--- src/rtl/mem_stage_pkg.sv ---
// Shared definitions for the MEM stage: operation codes, bus widths,
// FSM state encoding and byte/halfword lane helpers (big-endian lanes).
package mem_stage_pkg;

  localparam int          REG_BUS      = 32;
  localparam int          REG_ADDR_BUS = 5;
  localparam logic [31:0] ZERO_WORD    = 32'h0000_0000;
  localparam logic        WRITE_ENABLE  = 1'b1;
  localparam logic        WRITE_DISABLE = 1'b0;
  localparam logic [4:0]  NOP_REG_ADDR = 5'b00000;

  // Operation codes seen on mem_aluop
  localparam logic [7:0] EXE_NOP_OP = 8'b0000_0000;
  localparam logic [7:0] EXE_ADD_OP = 8'b0010_0000;
  localparam logic [7:0] EXE_LB_OP  = 8'b1110_0000;
  localparam logic [7:0] EXE_LBU_OP = 8'b1110_0100;
  localparam logic [7:0] EXE_LH_OP  = 8'b1110_0001;
  localparam logic [7:0] EXE_LHU_OP = 8'b1110_0101;
  localparam logic [7:0] EXE_LW_OP  = 8'b1110_0011;
  localparam logic [7:0] EXE_SB_OP  = 8'b1110_1000;
  localparam logic [7:0] EXE_SH_OP  = 8'b1110_1001;
  localparam logic [7:0] EXE_SW_OP  = 8'b1110_1011;

  typedef enum logic [1:0] {
    ST_IDLE = 2'd0,
    ST_BUSY = 2'd1,
    ST_DONE = 2'd2
  } mem_state_t;

  // Byte at offset lo; offset 0 is bits 31:24
  function automatic logic [7:0] get_byte(input logic [31:0] word, input logic [1:0] lo);
    case (lo)
      2'd0:    get_byte = word[31:24];
      2'd1:    get_byte = word[23:16];
      2'd2:    get_byte = word[15:8];
      default: get_byte = word[7:0];
    endcase
  endfunction

  // Halfword selected by address bit 1; bit 1 = 0 is bits 31:16
  function automatic logic [15:0] get_half(input logic [31:0] word, input logic hi_sel);
    get_half = hi_sel ? word[15:0] : word[31:16];
  endfunction

endpackage

--- src/rtl/mem_stage_lane_fmt.sv ---
// Combinational lane logic: decodes the memory op, flags misalignment,
// builds byte enables and replicated store data, and extracts/extends
// load data from a captured bus word.
module mem_lane_fmt
  import mem_stage_pkg::*;
(
  input  logic [7:0]  aluop,
  input  logic [1:0]  addr_lo,
  input  logic [31:0] store_data,
  input  logic [31:0] load_word,
  output logic        is_load,
  output logic        is_store,
  output logic        misaligned,
  output logic [3:0]  sel,
  output logic [31:0] store_lanes,
  output logic [31:0] load_data
);

  logic [7:0]  lane_b;
  logic [15:0] lane_h;

  assign lane_b = get_byte(load_word, addr_lo);
  assign lane_h = get_half(load_word, addr_lo[1]);

  // Decode op into lane enables, store replication and load extension
  always_comb begin
    is_load     = 1'b0;
    is_store    = 1'b0;
    misaligned  = 1'b0;
    sel         = 4'b0000;
    store_lanes = ZERO_WORD;
    load_data   = ZERO_WORD;
    case (aluop)
      EXE_LB_OP: begin
        is_load   = 1'b1;
        sel       = 4'b1000 >> addr_lo;
        load_data = {{24{lane_b[7]}}, lane_b};
      end
      EXE_LBU_OP: begin
        is_load   = 1'b1;
        sel       = 4'b1000 >> addr_lo;
        load_data = {24'h000000, lane_b};
      end
      EXE_LH_OP: begin
        is_load    = 1'b1;
        misaligned = addr_lo[0];
        sel        = addr_lo[1] ? 4'b0011 : 4'b1100;
        load_data  = {{16{lane_h[15]}}, lane_h};
      end
      EXE_LHU_OP: begin
        is_load    = 1'b1;
        misaligned = addr_lo[0];
        sel        = addr_lo[1] ? 4'b0011 : 4'b1100;
        load_data  = {16'h0000, lane_h};
      end
      EXE_LW_OP: begin
        is_load    = 1'b1;
        misaligned = (addr_lo != 2'b00);
        sel        = 4'b1111;
        load_data  = load_word;
      end
      EXE_SB_OP: begin
        is_store    = 1'b1;
        sel         = 4'b1000 >> addr_lo;
        store_lanes = {4{store_data[7:0]}};
      end
      EXE_SH_OP: begin
        is_store    = 1'b1;
        misaligned  = addr_lo[0];
        sel         = addr_lo[1] ? 4'b0011 : 4'b1100;
        store_lanes = {2{store_data[15:0]}};
      end
      EXE_SW_OP: begin
        is_store    = 1'b1;
        misaligned  = (addr_lo != 2'b00);
        sel         = 4'b1111;
        store_lanes = store_data;
      end
      default: ;
    endcase
  end

endmodule

--- src/rtl/mem_stage.sv ---
// MEM pipeline stage: passes ALU/HI/LO results to MEM/WB and runs one
// outstanding load/store on the data bus, stalling upstream until the
// access completes or times out.
//
// Bus handshake: dbus_req is registered and, once raised, holds together
// with dbus_we/sel/addr/wdata unchanged until the cycle in which dbus_ack
// is sampled high (or the timeout expires); dbus_ack is a single-cycle
// completion strobe, dbus_rdata is valid only with it, and ack is ignored
// whenever no request is outstanding.
module mem_stage
  import mem_stage_pkg::*;
#(
  parameter int TIMEOUT = 16
) (
  input  logic        clk,
  input  logic        rst,
  input  logic [4:0]  mem_wd,
  input  logic        mem_wreg,
  input  logic [31:0] mem_wdata,
  input  logic [31:0] mem_hi,
  input  logic [31:0] mem_lo,
  input  logic        mem_whilo,
  input  logic [7:0]  mem_aluop,
  input  logic [31:0] mem_addr,
  input  logic [31:0] mem_reg2,
  output logic [4:0]  wb_wd,
  output logic        wb_wreg,
  output logic [31:0] wb_wdata,
  output logic [31:0] wb_hi,
  output logic [31:0] wb_lo,
  output logic        wb_whilo,
  output logic        stallreq,
  output logic        dbus_req,
  output logic        dbus_we,
  output logic [3:0]  dbus_sel,
  output logic [31:0] dbus_addr,
  output logic [31:0] dbus_wdata,
  input  logic [31:0] dbus_rdata,
  input  logic        dbus_ack,
  output logic        addr_err,
  output logic        bus_err
);

  localparam logic [7:0] CNT_LAST = 8'(TIMEOUT - 1);

  mem_state_t  state;
  logic [7:0]  cnt;
  logic        err_q;
  logic [31:0] rdata_q;

  logic        is_load;
  logic        is_store;
  logic        misaligned;
  logic [3:0]  fmt_sel;
  logic [31:0] fmt_wdata;
  logic [31:0] fmt_load;
  logic        start_access;

  mem_lane_fmt u_fmt (
    .aluop      (mem_aluop),
    .addr_lo    (mem_addr[1:0]),
    .store_data (mem_reg2),
    .load_word  (rdata_q),
    .is_load    (is_load),
    .is_store   (is_store),
    .misaligned (misaligned),
    .sel        (fmt_sel),
    .store_lanes(fmt_wdata),
    .load_data  (fmt_load)
  );

  assign start_access = (is_load || is_store) && !misaligned;

  // Bus FSM: issue request, wait for ack or timeout, one DONE cycle
  always_ff @(posedge clk) begin
    if (rst) begin
      state      <= ST_IDLE;
      dbus_req   <= 1'b0;
      dbus_we    <= 1'b0;
      dbus_sel   <= 4'b0000;
      dbus_addr  <= ZERO_WORD;
      dbus_wdata <= ZERO_WORD;
      rdata_q    <= ZERO_WORD;
      cnt        <= 8'd0;
      err_q      <= 1'b0;
    end else begin
      case (state)
        ST_IDLE: begin
          if (start_access) begin
            dbus_req   <= 1'b1;
            dbus_we    <= is_store;
            dbus_sel   <= fmt_sel;
            dbus_addr  <= {mem_addr[31:2], 2'b00};
            dbus_wdata <= fmt_wdata;
            cnt        <= 8'd0;
            err_q      <= 1'b0;
            state      <= ST_BUSY;
          end
        end
        ST_BUSY: begin
          if (dbus_ack) begin
            dbus_req <= 1'b0;
            rdata_q  <= dbus_rdata;
            err_q    <= 1'b0;
            state    <= ST_DONE;
          end else if (cnt == CNT_LAST) begin
            dbus_req <= 1'b0;
            err_q    <= 1'b1;
            state    <= ST_DONE;
          end else begin
            cnt <= cnt + 8'd1;
          end
        end
        ST_DONE: begin
          // The pipeline advances on this edge, so the op is not reissued
          err_q <= 1'b0;
          state <= ST_IDLE;
        end
        default: state <= ST_IDLE;
      endcase
    end
  end

  // Writeback mux, stall request and error pulses
  always_comb begin
    wb_wd    = mem_wd;
    wb_wreg  = mem_wreg;
    wb_wdata = mem_wdata;
    wb_hi    = mem_hi;
    wb_lo    = mem_lo;
    wb_whilo = mem_whilo;
    stallreq = 1'b0;
    addr_err = 1'b0;
    bus_err  = 1'b0;
    case (state)
      ST_IDLE: begin
        if ((is_load || is_store) && misaligned) begin
          wb_wreg  = WRITE_DISABLE;
          addr_err = 1'b1;
        end else if (start_access) begin
          stallreq = 1'b1;
        end
      end
      ST_BUSY: stallreq = 1'b1;
      ST_DONE: begin
        if (err_q) begin
          bus_err = 1'b1;
          wb_wreg = WRITE_DISABLE;
        end else if (is_load) begin
          wb_wdata = fmt_load;
        end
      end
      default: ;
    endcase
  end

endmodule

--- config.mk ---
export PLATFORM = sky130hd
export DESIGN_NAME = mem_stage
export DESIGN_NICKNAME = d
export VERILOG_FILES = /design/src/rtl/mem_stage_pkg.sv /design/src/rtl/mem_stage_lane_fmt.sv /design/src/rtl/mem_stage.sv
export SDC_FILE = /design/constraint.sdc
export NUM_CORES = 1
export LEC_CHECK = 0
export ABC_AREA = 1
export BUFFER_PORTS_ARGS = -buffer_cell sky130_fd_sc_hd__buf_2
export CORE_AREA = 3 3 147 149
export CTS_CLUSTER_SIZE = 16
export DETAILED_ROUTE_END_ITERATION = 8
export DIE_AREA = 0 0 150 152
export GPL_ROUTABILITY_DRIVEN = 0
export HOLD_SLACK_MARGIN = 0.15
export PLACE_DENSITY = 0.65
export SLEW_MARGIN = 20
export SYNTH_ARGS = -nofsm -noshare
export SYNTH_HDL_FRONTEND = slang
export SYNTH_SLANG_ARGS = --single-unit
--- constraint.sdc ---
create_clock -name clk -period 3.6 [get_ports clk]
set_input_delay 0.9 -clock clk [delete_from_list [all_inputs] [get_ports clk]]
set_output_delay 0.9 -clock clk [all_outputs]
set_load 0.05 [all_outputs]
==> flow_summary.ini <==
[run_status]
status = complete, no violations

[die]
ios = 386
die_area_um2 = 22800
row_count = 52
fp.coreArea_um2 = 20300
start_util = 0.309
die_h_um = 152
fp.dieW_um = 150

[setup_path]
crit_chain = buf_2 -> clkinv_4 -> nand2_2 -> nor2_4 -> o21ai_2 -> nand2_1 -> nand2_1 -> inv_2 -> buf_12 -> a21oi_1 -> buf_2
cp-start-kind = input port
crit_arrival_ns = 2.53
slowest_delay_ns = 0.30
worstPathRequired_ns = 2.70
cp_slowest_cell = buf_2
r2r_slack_ns = 1.61
worst-path-max-fanout = 39
end_kind = primary output
path_class = input port to primary output

[drt]
drt_drc_violations_left = 0
antenna_left = 0
wl_per_cell_um = 15.7
via_per_inst = 4.76
first_iter_violations = 373
num_vias = 6525
firstDrtPassIters = 5
wl_um = 21500

[clock_tree]
cts_buffer_depth = 2
clockRootBuffer = clkbuf_16
htree_levels = 3
numCtsBuffers = 9
path_clk_slew_ns = 0.07
clk_latency_ns = 0.35
clock_sinks = 111
cts_tree = built

[finish]
nNetsFinal = 1309
multiInputGateArea_um2 = 3040
nFillCells = 2222
regArea_um2 = 2220
final_util = 0.375
design_area_um2 = 7620
drive_above_1_share = 0.291
area_delta_synth_final_pct = 21.7

[run]
maxCapViolCount = 0

[global_route]
antenna_found_initial = 2
grt_pass1_vias = 6148
grt_pass1_wl_um = 33100
grtUsageTotal = 0.182
grt_max_degree = 61
grt-ovfl-total = 0

[pwr]
irDropWorstVdd_mv = 0.236
power_density_nw_per_um2 = 351
p_leak_nw = 3.52

[yosys]
synth_commonest_cells = nand2_1 (205), nor2_1 (127), dfxtp_1 (111)
ys_ff_latch = 111
ys_warn_count = 0
synth_cell_types = 35
synthArstFlopShare = 0
synth_area_leader_cell = dfxtp_1
syn_inst = 940
synth.cell_area_um2 = 6260
syn_avg_cell_area_um2 = 6.66
synth.area.top_cells = dfxtp_1 (35%), nand2_1 (12%), buf_4 (9.3%), nor2_1 (7.6%), a21oi_1 (6.9%)
yosys.cell_count.top_type = nand2_1
synth_flop_cell = dfxtp_1
yosysTopAreaCellShare = 0.355
synth_edf_count = 0
yosysSeqAreaShare = 0.355

[placed_design]
place_area_um2 = 7320
numPortBuffers = 243
dp_hpwl_um = 16700

[sta]
rsz0062_at_grt = false
setup_viol = 0
slew_headroom = 0.533
period_minus_slack_ns = 3.43
skew_ns = 0.00889
worstMarginPinSlew_ns = 0.701
fmax_mhz = 291
hold_viol = 0
final_max_slew_viol_count = 0
fin_crit_sh = 0.953

[worst_hold_path]
hold_path.class = register to register
[worst paths after layout]
path,from,endpoint,cells past startpoint
min reg2reg,dbus_wdata[7],dbus_wdata[7],2
max reg2reg,state[1],rdata_q[7],7
min,dbus_wdata[7],dbus_wdata[7],2
max,mem_aluop[1],wb_wdata[21],11
[cells in the final DEF, fill, tap and decap left out, types with 3 or more instances in the layout]
master	count
a21o_1	6
a21oi_1	82
a21oi_2	4
a31oi_1	6
buf_12	5
buf_2	239
buf_4	23
clkbuf_16	9
clkinv_1	3
dfxtp_1	111
inv_1	54
inv_2	6
nand2_1	204
nand2_2	11
nand2_4	3
nand3_1	44
nor2_1	126
nor2_4	6
o211ai_1	17
o21ai_0	83
o21ai_1	24
o22ai_1	8
xor2_1	3
[what timing repair did]
action                                  4_1_cts  5_1_grt
endpoints found under the hold margin         0        0
endpoints found under the setup margin        0        2
buffers inserted                              0        0
hold buffers                                  0        0
resized for setup                             0        3
[where the power goes]
| group | leakage, nW | internal, W | switching (W) |
|---|---|---|---|
| sequential | 0.895 | 0.00124 | 0.00000757 |
| combinational | 2.48 | 0.000134 | 0.000280 |
| clock | 0.140 | 0.000550 | 0.000459 |
| total | 3.52 | 0.00193 | 0.000746 |
[logic make-up after synthesis]
logic type,share of synthesized area
AOI/OAI and AO/OA,0.201
adders and majority gates,0.00200
DFF,0.355
buffers and inverters,0.165
other,0.000599
xor gates and xnor gates,0.00420
and+or+nand+nor,0.273
[area by class of cell]
type                       instances  area share
clock inverter                     4     0.00624
antenna                            1    0.000328
tap                              270      0.0443
multi-input combinational        643       0.399
clock buffer                      10      0.0314
inverter                          64      0.0322
timing repair buffer             269       0.195
sequential                       111       0.292
[registers in the layout (all words and copies together), names as in the netlist]
register	flops
cnt	8
rdata_q	32
dbus_addr	30
state	2
dbus_wdata	32
dbus_req	1
err_q	1
dbus_we	1
dbus_sel	4
[worst max-delay path: cells and delay by family]
family | cells | cell delay [ns]
buffers and inverters | 5 | 0.85
AND/OR/NAND/NOR | 4 | 0.39
AO/OA/AOI/OAI | 2 | 0.37
[stage by stage]
step	worst slack [ns]	hold slack [ns]	std cells	total power, W	setup TNS (ns)
floorplan	-0.145	0.436	941	0.00174	-1.30
global placement	0.138	0.434	1357	0.00169	0
detailed placement	0.131	0.433	1357	0.00170	0
CTS	0.131	0.454	1371	0.00272	0
global route	0.00602	0.468	1372	0.00280	0
finish	0.168	0.453	1372	0.00267	0
[per-layer routing]
layer  vias to the layer above  track usage  wire [µm]  part of all wire
li1                       3297            -          -                 -
met1                      2931        0.221       8870              0.41
met2                       237        0.307      10400              0.48
met3                        58       0.0474       1630             0.076
met4                         2       0.0693        640             0.030
met5                         -            0         10           0.00046
Note: power is estimated with default switching activity, not from simulation.
